[config.mk]
export PLATFORM = sky130hd
export DESIGN_NAME = bcd_serial_add_ctrl_flat
export DESIGN_NICKNAME = d
export VERILOG_FILES = /design/src/rtl/bcd_serial_add_ctrl_if.sv /design/src/rtl/bcd_serial_add_ctrl.sv /design/src/flat_wrapper.sv
export SDC_FILE = /design/constraint.sdc
export NUM_CORES = 1
export LEC_CHECK = 0
export ABC_AREA = 1
export BUFFER_PORTS_ARGS = -buffer_cell sky130_fd_sc_hd__buf_2
export CAP_MARGIN = 30
export CORE_UTILIZATION = 52
export DETAILED_ROUTE_END_ITERATION = 12
export PLACE_DENSITY = 0.79
export SLEW_MARGIN = 20
export SYNTH_ARGS = -nofsm -noshare
export SYNTH_HDL_FRONTEND = slang
export SYNTH_SLANG_ARGS = --single-unit
[constraint.sdc]
create_clock -name clk -period 1.6 [get_ports clk]
set_input_delay 0.32 -clock clk [delete_from_list [all_inputs] [get_ports clk]]
set_output_delay 0.32 -clock clk [all_outputs]
set_load 0.1 [all_outputs]
[src/rtl/bcd_serial_add_ctrl_if.sv]
// Bundle between the operand source, the serial BCD add controller and the
// shared external digit adder.
interface bcd_serial_add_ctrl_if #(
    parameter int unsigned DIGITS = 4
);
    localparam int unsigned W = 4 * DIGITS;

    logic         start;
    logic [W-1:0] op_a;
    logic [W-1:0] op_b;
    logic         cin;
    logic         busy;
    logic         done;
    logic [W-1:0] sum;
    logic         cout;
    logic         err;
    logic [3:0]   add_a;
    logic [3:0]   add_b;
    logic         add_ci;
    logic [3:0]   add_result;
    logic         add_cout;

    // Environment side: operand source plus the external digit adder.
    modport master (
        output start, op_a, op_b, cin, add_result, add_cout,
        input  busy, done, sum, cout, err, add_a, add_b, add_ci
    );

    modport slave (
        input  start, op_a, op_b, cin, add_result, add_cout,
        output busy, done, sum, cout, err, add_a, add_b, add_ci
    );
endinterface

[src/rtl/bcd_serial_add_ctrl.sv]
// Multi-digit packed-BCD adder sequencer: feeds one digit pair per clock to a
// shared external BCD digit adder, LSD first, and assembles the sum.
module bcd_serial_add_ctrl #(
    parameter int unsigned DIGITS = 4
) (
    input logic                  clk,
    input logic                  rst_n,
    bcd_serial_add_ctrl_if.slave bus
);
    localparam int unsigned W     = 4 * DIGITS;
    localparam int unsigned CNT_W = (DIGITS > 1) ? $clog2(DIGITS) : 1;

    typedef enum logic [1:0] {
        S_IDLE = 2'd0,
        S_RUN  = 2'd1,
        S_DONE = 2'd2
    } state_e;

    state_e           state_q;
    logic [W-1:0]     a_q;
    logic [W-1:0]     b_q;
    logic [W-1:0]     sum_q;
    logic [CNT_W-1:0] cnt_q;
    logic             carry_q;
    logic             busy_q;
    logic             done_q;
    logic             cout_q;
    logic             err_q;
    logic             bad_c;

    // Any operand digit above 9 rejects the request.
    always_comb begin
        bad_c = 1'b0;
        for (int unsigned i = 0; i < DIGITS; i++) begin
            if ((bus.op_a[4*i +: 4] > 4'd9) || (bus.op_b[4*i +: 4] > 4'd9)) begin
                bad_c = 1'b1;
            end
        end
    end

    // Sequencer. Shift registers fill with zeros and the carry is cleared on
    // completion, so the adder inputs read as 0 whenever not in RUN.
    always_ff @(posedge clk or negedge rst_n) begin
        if (!rst_n) begin
            state_q <= S_IDLE;
            a_q     <= '0;
            b_q     <= '0;
            sum_q   <= '0;
            cnt_q   <= '0;
            carry_q <= 1'b0;
            busy_q  <= 1'b0;
            done_q  <= 1'b0;
            cout_q  <= 1'b0;
            err_q   <= 1'b0;
        end else begin
            done_q <= 1'b0;
            case (state_q)
                S_RUN: begin
                    sum_q   <= (sum_q >> 4) | (W'(bus.add_result) << (W - 4));
                    a_q     <= a_q >> 4;
                    b_q     <= b_q >> 4;
                    carry_q <= bus.add_cout;
                    cnt_q   <= cnt_q + CNT_W'(1);
                    if (cnt_q == CNT_W'(DIGITS - 1)) begin
                        cout_q  <= bus.add_cout;
                        carry_q <= 1'b0;
                        busy_q  <= 1'b0;
                        done_q  <= 1'b1;
                        state_q <= S_DONE;
                    end
                end
                default: begin
                    // The edge ending the done cycle can already take a new start.
                    if (state_q == S_DONE) begin
                        state_q <= S_IDLE;
                    end
                    if (bus.start) begin
                        cnt_q  <= '0;
                        sum_q  <= '0;
                        cout_q <= 1'b0;
                        if (bad_c) begin
                            err_q   <= 1'b1;
                            done_q  <= 1'b1;
                            a_q     <= '0;
                            b_q     <= '0;
                            carry_q <= 1'b0;
                            state_q <= S_DONE;
                        end else begin
                            err_q   <= 1'b0;
                            a_q     <= bus.op_a;
                            b_q     <= bus.op_b;
                            carry_q <= bus.cin;
                            busy_q  <= 1'b1;
                            state_q <= S_RUN;
                        end
                    end
                end
            endcase
        end
    end

    assign bus.busy   = busy_q;
    assign bus.done   = done_q;
    assign bus.sum    = sum_q;
    assign bus.cout   = cout_q;
    assign bus.err    = err_q;
    assign bus.add_a  = a_q[3:0];
    assign bus.add_b  = b_q[3:0];
    assign bus.add_ci = carry_q;
endmodule

[src/flat_wrapper.sv]
// flat-port wrapper written by rule: the top's interface ports become plain ports
module bcd_serial_add_ctrl_flat 
#(
    parameter int unsigned DIGITS = 4
)
  (clk, rst_n, bus_start, bus_op_a, bus_op_b, bus_cin, bus_add_result, bus_add_cout, bus_busy, bus_done, bus_sum, bus_cout, bus_err, bus_add_a, bus_add_b, bus_add_ci);
  bcd_serial_add_ctrl_if #(.DIGITS(DIGITS)) bus_i ();
  input logic clk;
  input logic rst_n;
  input wire logic [$bits(bus_i.start)-1:0] bus_start;
  input wire logic [$bits(bus_i.op_a)-1:0] bus_op_a;
  input wire logic [$bits(bus_i.op_b)-1:0] bus_op_b;
  input wire logic [$bits(bus_i.cin)-1:0] bus_cin;
  input wire logic [$bits(bus_i.add_result)-1:0] bus_add_result;
  input wire logic [$bits(bus_i.add_cout)-1:0] bus_add_cout;
  output wire logic [$bits(bus_i.busy)-1:0] bus_busy;
  output wire logic [$bits(bus_i.done)-1:0] bus_done;
  output wire logic [$bits(bus_i.sum)-1:0] bus_sum;
  output wire logic [$bits(bus_i.cout)-1:0] bus_cout;
  output wire logic [$bits(bus_i.err)-1:0] bus_err;
  output wire logic [$bits(bus_i.add_a)-1:0] bus_add_a;
  output wire logic [$bits(bus_i.add_b)-1:0] bus_add_b;
  output wire logic [$bits(bus_i.add_ci)-1:0] bus_add_ci;
  assign bus_i.start = bus_start;
  assign bus_i.op_a = bus_op_a;
  assign bus_i.op_b = bus_op_b;
  assign bus_i.cin = bus_cin;
  assign bus_i.add_result = bus_add_result;
  assign bus_i.add_cout = bus_add_cout;
  assign bus_busy = bus_i.busy;
  assign bus_done = bus_i.done;
  assign bus_sum = bus_i.sum;
  assign bus_cout = bus_i.cout;
  assign bus_err = bus_i.err;
  assign bus_add_a = bus_i.add_a;
  assign bus_add_b = bus_i.add_b;
  assign bus_add_ci = bus_i.add_ci;
  bcd_serial_add_ctrl #(.DIGITS(DIGITS)) u_core (.clk(clk), .rst_n(rst_n), .bus(bus_i));
endmodule
### After elaboration in Yosys (flattened, before gate mapping)

Index checks and enable logic that the tools add are counted.

| word-level totals | value |
|---|---|
| output and inout port bits | 29 |
| bits in registers | 57 |
| word-level logic and storage cells | 70 |
| input bits | 41 |

| operators by class | value |
|---|---|
| bitwise gates (word level) | 2 |
| eq/ne operators | 5 |
| multiplexer cells | 34 |
| add/sub/neg operators | 1 |
| reductions and logical operators | 10 |
| order comparisons | 8 |

Operators by type and width:

| operator | count |
|---|---|
| $mux 16 | 8 |
| $gt 4x4->1 const B | 8 |
| $mux 1 | 19 |
| $or 12x16->16 | 1 |
| $mux 2 | 7 |
| $reduce_and 2->1 | 3 |
| $eq 2x2->1 const B | 2 |
| $logic_or 1x1->1 | 4 |
| $reduce_and 3->1 | 1 |
| $reduce_bool 3->1 | 1 |
| $add 2x1->2 const B | 1 |
| $eq 2x1->1 const B | 1 |
| $ne 2x1->1 const B | 1 |
| $ne 2x2->1 const B | 1 |
| $reduce_bool 2->1 | 1 |
| $not 1->1 | 1 |

### Longest topological paths before layout

Gate-level depths: netlist of the first run.

| depth | value |
|---|---|
| word-level depth | 9 |
| gate-level depth with buffers | 8 |
| gate-level depth less buffers | 8 |

### Least setup slack after synthesis of the first run

No wires, ideal clock.

| timing path | value |
|---|---|
| path kind | register to register |
| start point | register u_core.sum_q[8], in the netlist u_core.bus.sum[8] |
| end point | register u_core.sum_q[4], in the netlist u_core.bus.sum[4] |
| path buffers | 0 |
| setup slack | 0.318 ns |
| required time | 1.517 ns |
| clock period less this slack | 1.282 ns |
| cell stages (with the launch flop) | 3 |
| arrival time | 1.199 ns |
| library setup time | 0.083 ns |
| path through | dfrtp_1 -> inv_1 -> o22ai_1 |

| between the ends | value |
|---|---|
| word-level cells in the longest chain between the ends | 2 |

Ends and longest elaborated chain:

| item | line | source |
|---|---|---|
| from (decl) | bcd_serial_add_ctrl.sv:22 | `logic [W-1:0] sum_q;` |
| from (signal assigned) | bcd_serial_add_ctrl.sv:59 | `sum_q <= (sum_q >> 4) \| (W'(bus.add_result) << (W - 4));` |
| $or 12x16->16 | bcd_serial_add_ctrl.sv:59 |  |
| $mux 16 | bcd_serial_add_ctrl.sv:57 | `case (state_q)` |

Every way passes these cells.
A chain may end at the register's enable or synchronous reset.

### Final worst setup path of the first run

| timing path | value |
|---|---|
| start point | register u_core.err_q, in the netlist u_core.bus.err |
| end point | output bus_err |

RTL lines:

| item | line | source |
|---|---|---|
| from (decl) | bcd_serial_add_ctrl.sv:28 | `logic err_q;` |
| from (signal assigned) | bcd_serial_add_ctrl.sv:54 | `err_q <= 1'b0;` |
| from (signal assigned) | bcd_serial_add_ctrl.sv:82 | `err_q <= 1'b1;` |
| from (signal assigned) | bcd_serial_add_ctrl.sv:89 | `err_q <= 1'b0;` |
| to (decl) | flat_wrapper.sv:20 | `output wire logic [$bits(bus_i.err)-1:0] bus_err;` |

No word-level cell between the ends.

==> metrics list, run 1 <==
- Count of warnings emitted by yosys: 0
- For this run, the post-layout net count is 403.
* Max rail drop VDD: 0.000752 V
- Total power divided by cell area: about 940 nW/um^2
- Pin count of the biggest net entering global routing: between 50 and 60
- The number of pins exceeding their max-slew limit in the final report was 0.
* Share of total power in combinational logic: 10.2%
* Path type of the worst min-delay path: input port to flop
- Sink Count: 57
- At the later pin of the worst-skew pair, clock insertion delay measures 0.33 ns.
- Area growth from synthesis to final layout: 21.5%
- GP Congestion: 0.788
- Internal portion of total power: 2.30 mW
- Worst endpoint required time: 1.28 ns
- Maximum buffer depth of the clock tree: 2
- The filler cells instantiated in the layout total slightly below 400.
* Overflow left after global routing: 0
* Async SR Flop Fraction: 100%
- Startpoint type of the worst setup path: flop
- Registers are responsible for 48.5% of the overall power.
* Slew at the pin closest to its max-slew limit: 0.495 ns
- Initial antenna violation count: 0
* Diodes inserted: 0
* Full die area: 5470 um^2
* Max-Cap Viols: 0
- Standard-cell rows: 25
- In this run the cell area measured after placement is 3070 um^2.
- Dominant combinational cell family by area after synthesis: compound AO/OA/AOI/OAI gates
- Post-route cell area: ~3300 um^2
* First drt pass iteration count: 4
- The synthesized netlist devotes between 10% and 20% of its cell area to simple gates.
* Initial Util: 55.6%
- Final period utilization: 90.4%
- Unique cell type count in the Yosys netlist: 23
- The clock network accounts for between 40% and 50% of the total power.
- After synthesis, the mean cell area works out to 9.23 um^2.
- Excluding fillers, the count of instances in the completed layout stands at 433.
- Number of routed nets with antenna violations: 0
* Sequential-to-total area share from yosys stat: 52.9%
- Total of endpoints with negative setup slack in the final report: 0
- Maximum clock frequency: just under 0.7 GHz
* Post-synth net total: 334
* Post-Syn Area: 2700 um^2
- Counting every instance in the synthesized netlist gives 292.
- Root buf cell: sky130_fd_sc_hd__clkbuf_8
- Summed over all nets, the half-perimeter wirelength after detailed placement is 3830 um.
- Synth Area in XOR/XNOR: 0%
- First-pass GRT wire length: between 9000 and 10000 um
- P_leak: 1.81 nW
- Top cells by area, synth: sky130_fd_sc_hd__dfrtp_1, sky130_fd_sc_hd__inv_1, sky130_fd_sc_hd__nand2_1, sky130_fd_sc_hd__o21bai_2, sky130_fd_sc_hd__o21ai_0
* Sw Ratio: between 20% and 30%
* Post-synthesis adder-cell area fraction: 0.464%
- The flow ran to the end, and the final reports show no timing, DRC or antenna violations.
- The worst pin sits at a relative slew slack of about two thirds.
* Clock transition at the registers of the reported paths: 0.06 ns
- Maximum level of the CTS H-tree: 3
* Top cell types by occurrence after synthesis: sky130_fd_sc_hd__inv_1, sky130_fd_sc_hd__dfrtp_1, sky130_fd_sc_hd__nand2_1
- The detailed router placed 2091 vias in this run.
- Clock tree from TritonCTS: built
- Using the TritonRoute via totals, the vias-per-cell ratio works out to 4.83.
* Area fraction in compound gates after synthesis: 22.1%
* Floorplan Core Area: 4850 um^2
- The design draws roughly 3.1 mW.
* Number of register bits inferred by synthesis: 57
- The critical path goes through buf_2.
* Max incr delay on CP: between 0.4 and 0.5 ns
- Number of global-route vias before repair: 2046
- Count of port buffers added during placement: 69
* Dominant cell type by area after synthesis: sky130_fd_sc_hd__dfrtp_1
- For this run, the leading register cell type out of synthesis is sky130_fd_sc_hd__dfrtp_1.
- Count leader, synth: sky130_fd_sc_hd__inv_1
- Min cycle time layout: 1.45 ns
- RSZ-0062 raised after global routing: false
- In the final routed layout, each cell accounts on average for 13.0 um.
- Along the worst path, the maximum fanout reaches 2.
- The cell family contributing the most delay on the critical path is buffers and inverters.
- The floorplan step set the die width to 74.0 um.
- The number of hold violations in the final report came to 0.
- In the final layout, the share of cells above drive strength 1 is 33.1%.
- Number of buffers added by the clock tree synthesis step: 9
* DIE HEIGHT: 74.0 um
* Share of Yosys cell area claimed by the top area cell type: a little over half
- After detailed placement, the design holds a cell count of 416.
* Crit Path Class: flop to output port
- In this run the count of I/O pins placed on the die edge is 70.
- For the worst setup path, the data arrival time is between 1 and 1.5 ns.
* Share of cell area taken by muxes after synthesis: 0%
- Worst clock skew: 0.00450 ns
- Setup total negative slack on the finished layout was measured at 0 ns.
- Number of DRC violations after detailed-routing iteration 0: 154
- The slowest stage of the critical path belongs to the cell sky130_fd_sc_hd__buf_2.
* Overall track demand over capacity in global routing: 23.5%
* DRT Wirelength: between 5000 and 6000 um
- STA classifies the critical path endpoint as an output port.
- After clock tree synthesis, the setup repair step added 0 buffers.
* Drc violations: 0
- The number of buffers and inverters on the critical path is 1.
* Switching power summed over all nets: 0.775 mW
* Number of enable flip-flop cells after synthesis: 0
[final timing paths]
path | cells after the start | start | slack, ns | end
setup / recovery | 1 | u_core.bus.err$_DFFE_PN0P_ | 0.15 | bus_err
hold / removal | 3 | bus_add_result[0] | 0.19 | u_core.bus.sum[12]$_DFFE_PN0N_
setup reg to reg | 7 | u_core.state_q[1]$_DFFE_PN0P_ | 0.22 | u_core.b_q[6]$_DFFE_PN0N_
hold reg to reg | 2 | u_core.b_q[14]$_DFFE_PN0N_ | 0.48 | u_core.b_q[14]$_DFFE_PN0N_
max in group asynchronous | 3 | rst_n | 0.84 | u_core.bus.err$_DFFE_PN0P_
min in group asynchronous | 3 | rst_n | 0.51 | u_core.bus.sum[15]$_DFFE_PN0N_
[sequential cells by signal (all words and copies together), names as in the netlist]
register	cells
u_core.bus.sum	16
u_core.bus.cout	1
u_core.a_q	16
u_core.bus.add_ci	1
u_core.b_q	16
u_core.bus.done	1
u_core.bus.err	1
u_core.state_q	2
u_core.cnt_q	2
u_core.bus.busy	1
[area by class of cell]
cell class | instances | area, um^2 | share of cell area [%]
clock buffer | 14 | 183 | 5.58
tap | 67 | 83.8 | 2.56
timing repair buffer | 78 | 440 | 13.4
inverter | 66 | 248 | 7.56
multi-input combinational | 149 | 885 | 27.0
clock inverter | 2 | 10.0 | 0.306
sequential | 57 | 1430 | 43.5
[cell usage in the layout (no fill, tap or decap), drive strengths merged]
cell          n
clkbuf       14
a22o          1
nand2        50
nor2          8
o21bai       24
o21ai        42
inv          66
a21oi         4
buf          77
dlygate4sd3   1
clkinv        2
dfrtp        57
ha            1
o22ai        16
nand3         3
[routing by layer]
layer / GRT usage, % / part of all wire [%] / vias up
met2: 36.0 / 47 / 67
li1: - / - / 1051
met3: 7.59 / 5.5 / 10
met5: 0 / 0 / -
met1: 31.4 / 46 / 963
met4: 8.97 / 1.7 / 0
[stage by stage]
stage | util [%] | setup slack (ns) | hold slack (ns)
floorplan | - | 0.318 | 0.0244
global placement | 63.4 | 0.209 | 0.341
detailed placement | 63.4 | 0.178 | 0.345
CTS | 67.6 | 0.139 | 0.182
global route | 67.6 | 0.0960 | 0.216
finish | 67.6 | 0.153 | 0.193
[power groups by stage]
stage | logic [mW] | clock network [mW] | registers (mW)
after floorplan | 0.139 | 0 | 1.56
final | 0.315 | 1.27 | 1.49
after global placement | 0.308 | 0 | 1.51
after global routing | 0.350 | 1.34 | 1.49
after detailed placement | 0.315 | 0 | 1.51
after CTS | 0.318 | 1.28 | 1.49
[cells by family (layout without fill, tap and decap cells)]
group | count (synthesis) | in the layout
AO/OA/AOI/OAI | 87 | 87
adder cells (fa/ha/maj) | 1 | 1
buffers and inverters | 86 | 160
flip-flops | 57 | 57
AND/OR/NAND/NOR | 61 | 61
[timing repair]
item,CTS,global route
hold endpoints to repair,57,0
setup endpoints to repair,0,0
resized for setup,0,0
hold buffers,1,0
No activity file was read; power rests on OpenSTA's default activity.
==> run 2, diff against run 1 <==
--- a/config.mk
+++ b/config.mk
@@ -9,7 +9,9 @@
 export BUFFER_PORTS_ARGS = -buffer_cell sky130_fd_sc_hd__buf_2
 export CAP_MARGIN = 30
 export CORE_UTILIZATION = 52
+export CTS_BUF_LIST = sky130_fd_sc_hd__clkbuf_4 sky130_fd_sc_hd__clkbuf_8 sky130_fd_sc_hd__clkbuf_16
 export DETAILED_ROUTE_END_ITERATION = 12
+export HOLD_SLACK_MARGIN = 0.12
 export PLACE_DENSITY = 0.79
 export SLEW_MARGIN = 20
 export SYNTH_ARGS = -nofsm -noshare
==> metrics list, run 2 (same netlist as run 1, synthesis figures left out) <==
* Result of the run: completed
* Max-slew violations: 0
* Final period utilization: 90.9%
- The initialized floorplan defines 25 standard-cell rows.
- Number of buffers and inverters on the critical path: 1
* RSZ-0062 raised after global routing: false
- Number of routed nets with antenna violations: 0
- The tool flagged a number of max-cap violations equal to 0.
* Area growth from synthesis to final layout: 21.7%
- After clock tree synthesis, the clock-pin slew on the worst setup and hold paths is 0.06 ns.
- Maximum buffer depth of the clock tree: 2
* Overflow left after global routing: 0
- After detailed routing, the average wire length per cell comes to 12.8 um.
- Overall track demand over capacity in global routing: 23.4%
- Buffers added to address setup during post-CTS repair amount to 0.
* Min cycle time layout: 1.46 ns
- First drt pass iteration count: 4
* Capturing element type of the critical path: output port
- The root buffer cell chosen for the clock tree is sky130_fd_sc_hd__clkbuf_8.
- Initial antenna violation count: 0
- Dividing the detail-routed via count by the number of cells gives 4.91.
* Family with the most delay on the worst path: buffers and inverters
* Met1 usage in global routing: 30.0%
- The floorplan step defined a core boundary enclosing a little under 5000 um^2.
- 70 I/O pins were placed.
- Drc violations: 0
- Buffers inserted to repair hold after CTS numbered 1.
- Maximum level of the CTS H-tree: 3
- Measured against its own limit, the worst slew margin works out to around two thirds.
* CP max stage cell: sky130_fd_sc_hd__buf_2
- Worst setup slack after layout: 0.145 ns
- The path class of the tightest hold or removal check is input port to flop.
- For this run, global-route usage on met2 was measured as 36.9%.
* Post-cts sizing count: 0
- TritonCTS built the clock tree.
- Most frequent cells in the layout: sky130_fd_sc_hd__buf_2, sky130_fd_sc_hd__inv_1, sky130_fd_sc_hd__dfrtp_1
* Fraction of layout instances using a drive strength above 1: 33.3%
* Maximum clock frequency: 0.687 GHz
- Number of endpoints with negative hold slack in the final report: 0
- Worst-Skew Late Latency: 0.34 ns
- Data arrival time of the critical path: 1.14 ns
- At the end of the flow, the number of nets in the layout was 403.
- The die is 74.0 um wide.
- Max rail drop VDD: 0.000749 V
* Worst endpoint required time: ~1.3 ns
* Number of DRC violations after detailed-routing iteration 0: approximately 110
- Crit-path cells: buf_2
* Most common cell after layout, fill and taps aside: sky130_fd_sc_hd__buf_2
* First-pass GRT wire length: between 9000 and 10000 um
- The repair_antennas step left the layout with diodes totalling 0.
- For the final routed database, the setup TNS stands at 0 ns.
- Number of global-route vias before repair: 2090
* Pre-CTS worst setup slack: ~0.18 ns
- Initial Util: 55.6%
* Count of port buffers added during placement: 69
* GP Congestion: 0.788
- The clock drives 57 sinks.
- Slew at the pin closest to its max-slew limit: 0.494 ns
- For this run, the slowest stage of the critical path takes roughly 0.43 ns.
- The routed layout has 2127 vias.
- DRT Wirelength: 5560 um
* GR peak layer: met2
- Total power divided by cell area: 942 nW/um^2
- Total of endpoints with negative setup slack in the final report: 0
- Hold slack: around 0.19 ns
- P_leak: ~1.8 nW
- For this run, global-route usage on met3 was measured as 7.59%.
- Startpoint type of the worst setup path: flop
* Worst clock skew: 0.00487 ns
* Crit Path Class: flop to output port
* Pin count of the biggest net entering global routing: 58
* Number of buffers added by the clock tree synthesis step: 9
- Maximum fanout encountered on the critical timing path: 2
- From bottom edge to top edge, the die measures 74.0 um.
- The HPWL after detailed placement is approximately 3800 um.
* Full die area: 5470 um^2
run 2: cell counts in the layout (fill, tap and decap cells not counted):
Identical to the previous run, type by type.
run 2: worst reg2reg max path, delay by kind of cell (launching register included):
family                 cells  cell delay, ns
AO/OA/AOI/OAI              1            0.11
AND/OR/NAND/NOR            3            0.21
buffers and inverters      3            0.56
flip-flops                 1            0.39
run 2: per-stage QoR:
stage / area (um^2) / total power [mW] / cells / util, %
final: 3280 / 3.09 / 433 / 67.6
after global routing: 3280 / 3.20 / 433 / 67.6
after CTS: 3280 / 3.11 / 433 / 67.6
after detailed placement: 3070 / 1.83 / 416 / 63.4
after global placement: 3070 / 1.82 / 416 / 63.4
after floorplan: 2700 / 1.70 / 292 / -
run 2: where the power goes:
group	total [mW]	internal [mW]	switching (mW)
clock network	1.29	0.743	0.543
registers	1.49	1.47	0.0184
logic	0.314	0.0985	0.216
total	3.09	2.31	0.777
run 2: final timing paths:
path	to	slack, ns	start	cells past startpoint
setup / recovery	bus_err	0.14	u_core.bus.err$_DFFE_PN0P_	1
setup reg to reg	u_core.b_q[6]$_DFFE_PN0N_	0.21	u_core.state_q[1]$_DFFE_PN0P_	7
hold reg to reg	u_core.b_q[14]$_DFFE_PN0N_	0.48	u_core.b_q[14]$_DFFE_PN0N_	2
hold / removal	u_core.bus.sum[12]$_DFFE_PN0N_	0.19	bus_add_result[0]	3
max in group asynchronous	u_core.b_q[1]$_DFFE_PN0N_	0.85	rst_n	3
min in group asynchronous	u_core.bus.sum[15]$_DFFE_PN0N_	0.50	rst_n	3
run 2: per-layer routing:
layer / up-vias / wire length (um) / part of all wire (%)
met5: - / 0 / 0
met4: 0 / 89 / 1.6
met3: 12 / 263 / 4.7
met2: 65 / 2640 / 47
met1: 994 / 2570 / 46
li1: 1056 / - / -
run 2: final cells by class:
class,instances,area (um^2)
Fill cell,398,1570
Sequential cell,57,1430
Multi-Input combinational cell,149,885
Timing Repair Buffer,78,440
Inverter,66,248
Clock buffer,14,186
Tap cell,67,83.8
Clock inverter,2,10.0
